$ cat src/rtl/muldiv_ctrl_pkg.sv
// Shared definitions for the multiply/divide sequencer: opcode encodings
// seen on md_op and the control FSM state type.
package muldiv_ctrl_pkg;

  // Opcodes driven by the EX stage alongside the ALU controls.
  localparam logic [2:0] MD_NOP   = 3'd0;
  localparam logic [2:0] MD_MULT  = 3'd1;
  localparam logic [2:0] MD_MULTU = 3'd2;
  localparam logic [2:0] MD_DIV   = 3'd3;
  localparam logic [2:0] MD_DIVU  = 3'd4;
  localparam logic [2:0] MD_MTHI  = 3'd5;
  localparam logic [2:0] MD_MTLO  = 3'd6;

  // Sequencer states: wait for an op, iterate one bit per cycle, sign-fix.
  typedef enum logic [1:0] {
    MD_IDLE = 2'd0,
    MD_CALC = 2'd1,
    MD_FIX  = 2'd2
  } md_state_e;

endpackage

$ cat src/rtl/muldiv_step.sv
// One iteration of the shared multiply/divide datapath.
//  Multiply (shift-add): if q[0], add b into acc; then shift {carry,acc,q}
//    right by one. After WIDTH steps {acc,q} holds the full product.
//  Divide (restoring): shift {acc,q} left by one, trial-subtract b from the
//    widened remainder, keep the difference when it does not borrow and
//    shift the resulting quotient bit into q.
module muldiv_step #(
  parameter int WIDTH = 32
) (
  input  logic             i_is_div,
  input  logic [WIDTH-1:0] i_acc,
  input  logic [WIDTH-1:0] i_q,
  input  logic [WIDTH-1:0] i_b,
  output logic [WIDTH-1:0] o_acc,
  output logic [WIDTH-1:0] o_q
);

  logic [WIDTH:0] w_sum;      // multiply: acc + (q[0] ? b : 0), with carry
  logic [WIDTH:0] w_shifted;  // divide: remainder shifted left by one bit
  logic           w_ge;       // divide: trial subtraction does not borrow

  assign w_sum     = {1'b0, i_acc} + (i_q[0] ? {1'b0, i_b} : '0);
  assign w_shifted = {i_acc, i_q[WIDTH-1]};
  assign w_ge      = (w_shifted >= {1'b0, i_b});

  // Select the multiply or divide update of {acc,q}.
  // NOTE: every output gets a default first so no path through this block can infer a latch.
  always_comb begin
    o_acc = i_acc;
    o_q   = i_q;
    if (i_is_div) begin
      // The remainder is always < b after a step, so it fits in WIDTH bits.
      o_acc = w_ge ? WIDTH'(w_shifted - {1'b0, i_b}) : w_shifted[WIDTH-1:0];
      o_q   = {i_q[WIDTH-2:0], w_ge};
    end else begin
      o_acc = w_sum[WIDTH:1];
      o_q   = {w_sum[0], i_q[WIDTH-1:1]};
    end
  end

endmodule

$ cat src/rtl/muldiv_ctrl.sv
// Multi-cycle multiply/divide sequencer with architectural HI/LO registers.
// Accepts MULT/MULTU/DIV/DIVU/MTHI/MTLO from EX, iterates one bit per cycle
// and holds md_busy so hazard logic stalls later muldiv ops and MFHI/MFLO.
module muldiv_ctrl
  import muldiv_ctrl_pkg::*;
#(
  parameter int WIDTH = 32,
  parameter int CNT_W = 5
) (
  input  logic             clk,
  input  logic             rst_n,
  input  logic             md_start,
  input  logic [2:0]       md_op,
  input  logic [WIDTH-1:0] md_src_a,
  input  logic [WIDTH-1:0] md_src_b,
  input  logic             md_flush,
  output logic             md_busy,
  output logic             md_done,
  output logic [WIDTH-1:0] hi,
  output logic [WIDTH-1:0] lo
);

  md_state_e        r_state, w_state_nxt;
  logic [CNT_W-1:0] r_cnt;
  logic [WIDTH-1:0] r_acc, r_q, r_opnd;
  logic             r_is_div, r_sign_q, r_sign_r, r_div0;
  logic [WIDTH-1:0] r_hi, r_lo;
  logic             r_done;

  logic             w_accept, w_start_md, w_leave_fix;
  logic             w_is_arith, w_is_div_op, w_signed_op;
  logic             w_neg_a, w_neg_b;
  logic [WIDTH-1:0] w_abs_a, w_abs_b;
  logic [WIDTH-1:0] w_step_acc, w_step_q;
  logic [2*WIDTH-1:0] w_prod, w_prod_neg;
  logic [WIDTH-1:0] w_res_hi, w_res_lo;

  // Flush wins over start, and starts are only taken while idle.
  assign w_accept    = md_start && (r_state == MD_IDLE) && !md_flush;
  assign w_is_arith  = (md_op == MD_MULT) || (md_op == MD_MULTU) ||
                       (md_op == MD_DIV)  || (md_op == MD_DIVU);
  assign w_is_div_op = (md_op == MD_DIV) || (md_op == MD_DIVU);
  assign w_signed_op = (md_op == MD_MULT) || (md_op == MD_DIV);
  assign w_start_md  = w_accept && w_is_arith;
  assign w_leave_fix = (r_state == MD_FIX) && !md_flush;

  // Iterate on magnitudes; signs are reapplied in FIX.
  assign w_neg_a = w_signed_op && md_src_a[WIDTH-1];
  assign w_neg_b = w_signed_op && md_src_b[WIDTH-1];
  assign w_abs_a = w_neg_a ? -md_src_a : md_src_a;
  assign w_abs_b = w_neg_b ? -md_src_b : md_src_b;

  muldiv_step #(.WIDTH(WIDTH)) u_step (
    .i_is_div (r_is_div),
    .i_acc    (r_acc),
    .i_q      (r_q),
    .i_b      (r_opnd),
    .o_acc    (w_step_acc),
    .o_q      (w_step_q)
  );

  // State register.
  // NOTE: clocked state uses non-blocking (<=) so every flop samples pre-edge values.
  always_ff @(posedge clk or negedge rst_n) begin
    if (!rst_n) r_state <= MD_IDLE;
    else        r_state <= w_state_nxt;
  end

  // Next-state logic: IDLE -> CALC (WIDTH cycles) -> FIX (1 cycle) -> IDLE.
  always_comb begin
    w_state_nxt = r_state;
    case (r_state)
      MD_IDLE: if (w_start_md) w_state_nxt = MD_CALC;
      MD_CALC: begin
        if (md_flush)         w_state_nxt = MD_IDLE;
        else if (r_cnt == '0) w_state_nxt = MD_FIX;
      end
      MD_FIX:  w_state_nxt = MD_IDLE;
      default: w_state_nxt = MD_IDLE;
    endcase
  end

  // Iteration datapath: latch operands on accept, step once per CALC cycle.
  always_ff @(posedge clk or negedge rst_n) begin
    if (!rst_n) begin
      r_cnt    <= '0;
      r_acc    <= '0;
      r_q      <= '0;
      r_opnd   <= '0;
      r_is_div <= 1'b0;
      r_sign_q <= 1'b0;
      r_sign_r <= 1'b0;
      r_div0   <= 1'b0;
    end else if (w_start_md) begin
      // Divide iterates on q=dividend, b=divisor; multiply on q=multiplier.
      r_cnt    <= CNT_W'(WIDTH - 1);
      r_acc    <= '0;
      r_q      <= w_is_div_op ? w_abs_a : w_abs_b;
      r_opnd   <= w_is_div_op ? w_abs_b : w_abs_a;
      r_is_div <= w_is_div_op;
      r_sign_q <= w_neg_a ^ w_neg_b;
      r_sign_r <= w_neg_a;
      r_div0   <= w_is_div_op && (md_src_b == '0);
    end else if (r_state == MD_CALC) begin
      r_acc <= w_step_acc;
      r_q   <= w_step_q;
      r_cnt <= r_cnt - 1'b1;
    end
  end

  assign w_prod     = {r_acc, r_q};
  assign w_prod_neg = -w_prod;

  // Sign correction of the finished iteration. Dividing by zero leaves
  // |a| in the remainder, so the dividend-sign fix restores src_a exactly.
  always_comb begin
    w_res_hi = r_acc;
    w_res_lo = r_q;
    if (r_is_div) begin
      w_res_lo = r_div0 ? '1 : (r_sign_q ? -r_q : r_q);
      w_res_hi = r_sign_r ? -r_acc : r_acc;
    end else begin
      {w_res_hi, w_res_lo} = r_sign_q ? w_prod_neg : w_prod;
    end
  end

  // HI/LO: MT writes on accept, MUL/DIV results on the edge leaving FIX.
  always_ff @(posedge clk or negedge rst_n) begin
    if (!rst_n) begin
      r_hi <= '0;
      r_lo <= '0;
    end else if (w_accept && (md_op == MD_MTHI)) begin
      r_hi <= md_src_a;
    end else if (w_accept && (md_op == MD_MTLO)) begin
      r_lo <= md_src_a;
    end else if (w_leave_fix) begin
      r_hi <= w_res_hi;
      r_lo <= w_res_lo;
    end
  end

  // One-cycle completion pulse, coincident with the new HI/LO.
  always_ff @(posedge clk or negedge rst_n) begin
    if (!rst_n) r_done <= 1'b0;
    else        r_done <= w_leave_fix;
  end

  assign md_busy = (r_state != MD_IDLE);
  assign md_done = r_done;
  assign hi      = r_hi;
  assign lo      = r_lo;

endmodule
$ cat config.mk
export PLATFORM = sky130hd
export DESIGN_NAME = muldiv_ctrl
export DESIGN_NICKNAME = d
export VERILOG_FILES = /design/src/rtl/muldiv_ctrl_pkg.sv /design/src/rtl/muldiv_step.sv /design/src/rtl/muldiv_ctrl.sv
export SDC_FILE = /design/constraint.sdc
export NUM_CORES = 1
export LEC_CHECK = 0
export CAP_MARGIN = 20
export CORE_UTILIZATION = 60
export DETAILED_ROUTE_END_ITERATION = 10
export GPL_TIMING_DRIVEN = 0
export PLACE_DENSITY = 0.82
export SYNTH_ARGS = -nofsm -noshare
export SYNTH_HDL_FRONTEND = slang
export SYNTH_HIERARCHICAL = 1
export SYNTH_SLANG_ARGS = --single-unit
$ cat constraint.sdc
create_clock -name clk -period 3.8 [get_ports clk]
set_input_delay 0.57 -clock clk [delete_from_list [all_inputs] [get_ports clk]]
set_output_delay 0.57 -clock clk [all_outputs]
set_load 0.02 [all_outputs]
==> flow_metrics.py <==
metrics = {
    "place": {
        "place_ws_ns": -0.294,
        "post-dp-hpwl_um": 49800,
        "gp_congestion": 1.06,
        "place_inst": 2473,
        "portBuffers": 129,
    },
    "critical_path": {
        "startpoint_type": "flip-flop",
        "cp_cell_sequence": "inv_1 > ha_1 > inv_1 > fa_1 > a21o_1 > a221oi_4 > a2111o_1 > nand4_1 > a31oi_1 > nor2_1 > a31oi_1 > xor2_1 > a211oi_1 > nand2_1 > a21oi_1",
        "crit_type": "flip-flop to flip-flop",
        "worst_path_largest_cell_delay_ns": 0.51,
        "slowest_stage": "dfrtp_1",
        "cp_data_required_time_ns": 4.16,
        "arrival_ns": 4.03,
        "crit_fanout": 8,
        "crit_path_end_kind": "flip-flop",
    },
    "synth": {
        "synth_area_per_cell_um2": 7.89,
        "yosys-top-cells-count": "234 x nand2_1, 172 x dfrtp_1, 168 x a21oi_1",
        "synthDominantCellAreaShare_pct": 27.2,
        "synth_area_um2": 15800,
        "yosysSeqAreaShare_pct": 27.2,
        "synth_seq_cells": 172,
        "ys.warnings.count": 6,
        "yosysMostFrequentCell": "nand2_1",
        "synth_top_cell_by_area": "dfrtp_1",
        "ys_top_cells_by_area": "dfrtp_1 27%, nand2_1 5.5%, ha_1 5.5%, xnor2_1 5.4%, a21oi_1 5.3%",
        "async_flop_share_pct": 100,
        "synth_edf_count": 0,
        "synth_nets": 2150,
        "syn-instance-count": 2007,
        "ys.flop_type": "dfrtp_1",
        "synth.distinct_cells": 93,
    },
    "sta": {
        "setup_ws_ns": 0.124,
        "rsz0062_at_grt": "yes",
        "relSlewSlack_pct": 23.7,
        "slew_viol_final": 0,
        "hold_slack_ns": 0.0274,
        "max_freq_mhz": 272,
        "min_period_ns": 3.68,
        "hold_violations": 0,
        "tightest_slew_ns": 1.14,
        "skew_ns": 0.0196,
        "period_share_pct": 96.7,
        "setup_violations": 0,
    },
    "flow_run": {
        "maxCapViolCount": 0,
    },
    "global_route": {
        "antenna_found_initial": 1,
        "grtUsageTotal_pct": 49.0,
        "overflow": 0,
        "grt_max_degree": 116,
        "grt_pass1_vias": 16600,
        "grt_pass1_wl_um": 97800,
    },
    "finish": {
        "nNetsFinal": 2304,
        "fin_cells": 2509,
        "area_delta_synth_final_pct": 15.5,
        "diodes": 0,
        "drive_above_1_share_pct": 6.95,
    },
    "detailed_routing": {
        "wl_met1_um": 24400,
        "viasPerCell": 7.10,
        "drc": 0,
        "top_layer": "met5",
        "wl_met3_um": 8480,
        "postRouteAntennaNets": 0,
        "drt_iter0_drc": 2494,
        "routedWlPerCell_um": 26.2,
        "drt-pass1-iter-count": 8,
        "vias": 17800,
        "wl_met2_um": 27300,
        "finalWirelength_um": 65800,
    },
    "floorplanning": {
        "fp.dieArea_um2": 27100,
        "ios": 137,
        "start_util_pct": 61.0,
        "rows": 59,
        "chipHeight_um": 164,
        "die_w_um": 164,
        "core_region_area_um2": 26000,
    },
    "clock_network": {
        "clk_pin_slew_worst_paths_ns": 0.09,
        "cts-htree-levels": 4,
        "clockRootBuffer": "clkbuf_16",
        "clock_path_buffers": 2,
        "cts_inserted_buffers": 17,
        "clk_latency_ns": 0.45,
        "cts_tree": "yes",
        "cts_sinks": 172,
    },
    "min_path": {
        "hp-class": "primary input to asynchronous set/reset pin",
    },
    "power": {
        "total_leakage_power_nw": 7.38,
        "pwr_density_cell_nw_per_um2": 770,
        "ir_drop_mv": 0.507,
    },
    "run_status": {
        "status": "complete, no violations",
    },
}
[layout make-up]
type | instances | area [um2]
multi-input cells | 1636 | 10800
flip-flops and latches | 172 | 4310
inverters | 70 | 263
clock buffers | 17 | 425
fillers | 2143 | 7690
clock inverters | 15 | 194
repair buffers | 135 | 1350
plain buffers | 129 | 518
well taps | 335 | 419
[worst max-delay path, delay by kind of cell, from the launching register on]
| family | cells | cell delay (ns) |
|---|---|---|
| adder cells (fa/ha/maj) | 2 | 0.60 |
| AO/OA/AOI/OAI | 7 | 1.88 |
| buffers and inverters | 2 | 0.20 |
| flip-flops | 1 | 0.51 |
| XOR/XNOR | 1 | 0.11 |
| AND/OR/NAND/NOR | 3 | 0.29 |
[cell usage in the layout, fill, tap and decap left out, types with 70 or more instances in the layout]
cell type        instances
ha_1                    70
clkbuf_1               107
dfrtp_1                169
clkdlybuf4s50_1        128
xor2_1                  73
o21ai_0                145
nor2_1                 119
a21oi_1                167
xnor2_1                 97
nand2_1                234
[what timing repair did]
item,in CTS,in global routing
setup endpoints to repair,7,9
buffers inserted,2,0
hold buffers,0,0
gates resized for setup,3,15
[state kept, by name, summed over array words and instances (netlist names)]
name,flops
r_cnt,5
r_state,2
md_done,1
r_div0,1
r_acc,32
r_opnd,32
r_is_div,1
r_sign_q,1
lo,32
r_sign_r,1
hi,32
r_q,32
[cell families after synthesis]
kind of cell    synth area share [%]
compound gates                  27.6
flops                           27.2
mux                             3.54
fa+ha+maj                       5.78
buf+inv                         4.90
simple gates                    21.6
xor+xnor                        9.40
[report_power, final]
group,internal [W],total (W),switching (W),leakage (nW)
clock network,0.000958,0.00193,0.000969,0.301
logic,0.00355,0.00862,0.00507,4.95
registers,0.00237,0.00354,0.00117,2.12
total,0.00687,0.0141,0.00721,7.38
[per-layer routing]
layer / up-vias / GRT usage, %
li1: 7745 / -
met3: 359 / 15.1
met1: 8347 / 62.4
met4: 2 / 34.2
met2: 1361 / 70.7
met5: - / 0
[stage by stage]
| stage | util (%) | area (um2) | total power, W | setup TNS (ns) |
|---|---|---|---|---|
| 3_3_place_gp | 67.5 | 17600 | 0.0115 | -827.87 |
| 4_1_cts | 70.1 | 18200 | 0.0136 | 0 |
| 5_1_grt | 70.4 | 18300 | 0.0148 | -0.0187 |
| 6_report | 70.4 | 18300 | 0.0141 | 0 |
| 3_5_place_dp | 67.7 | 17600 | 0.0117 | -0.664 |
| 2_1_floorplan | - | 15800 | 0.00908 | 0 |
[worst paths after layout]
check	from	endpoint	slack, ns	cells past startpoint
worst max-delay path	r_q[31]$_DFFE_PN0P_	r_acc[30]$_DFFE_PN0P_	0.12	15
worst min-delay path	rst_n	md_done$_DFF_PN0_	0.03	1
worst max register to register	r_q[31]$_DFFE_PN0P_	r_acc[30]$_DFFE_PN0P_	0.12	15
worst min register to register	hi[17]$_DFFE_PN0P_	hi[17]$_DFFE_PN0P_	0.51	2
max in group asynchronous	rst_n	r_acc[0]$_DFFE_PN0P_	2.74	2
min in group clk	hi[17]$_DFFE_PN0P_	hi[17]$_DFFE_PN0P_	0.51	2
(Power assumes the default switching activity.)
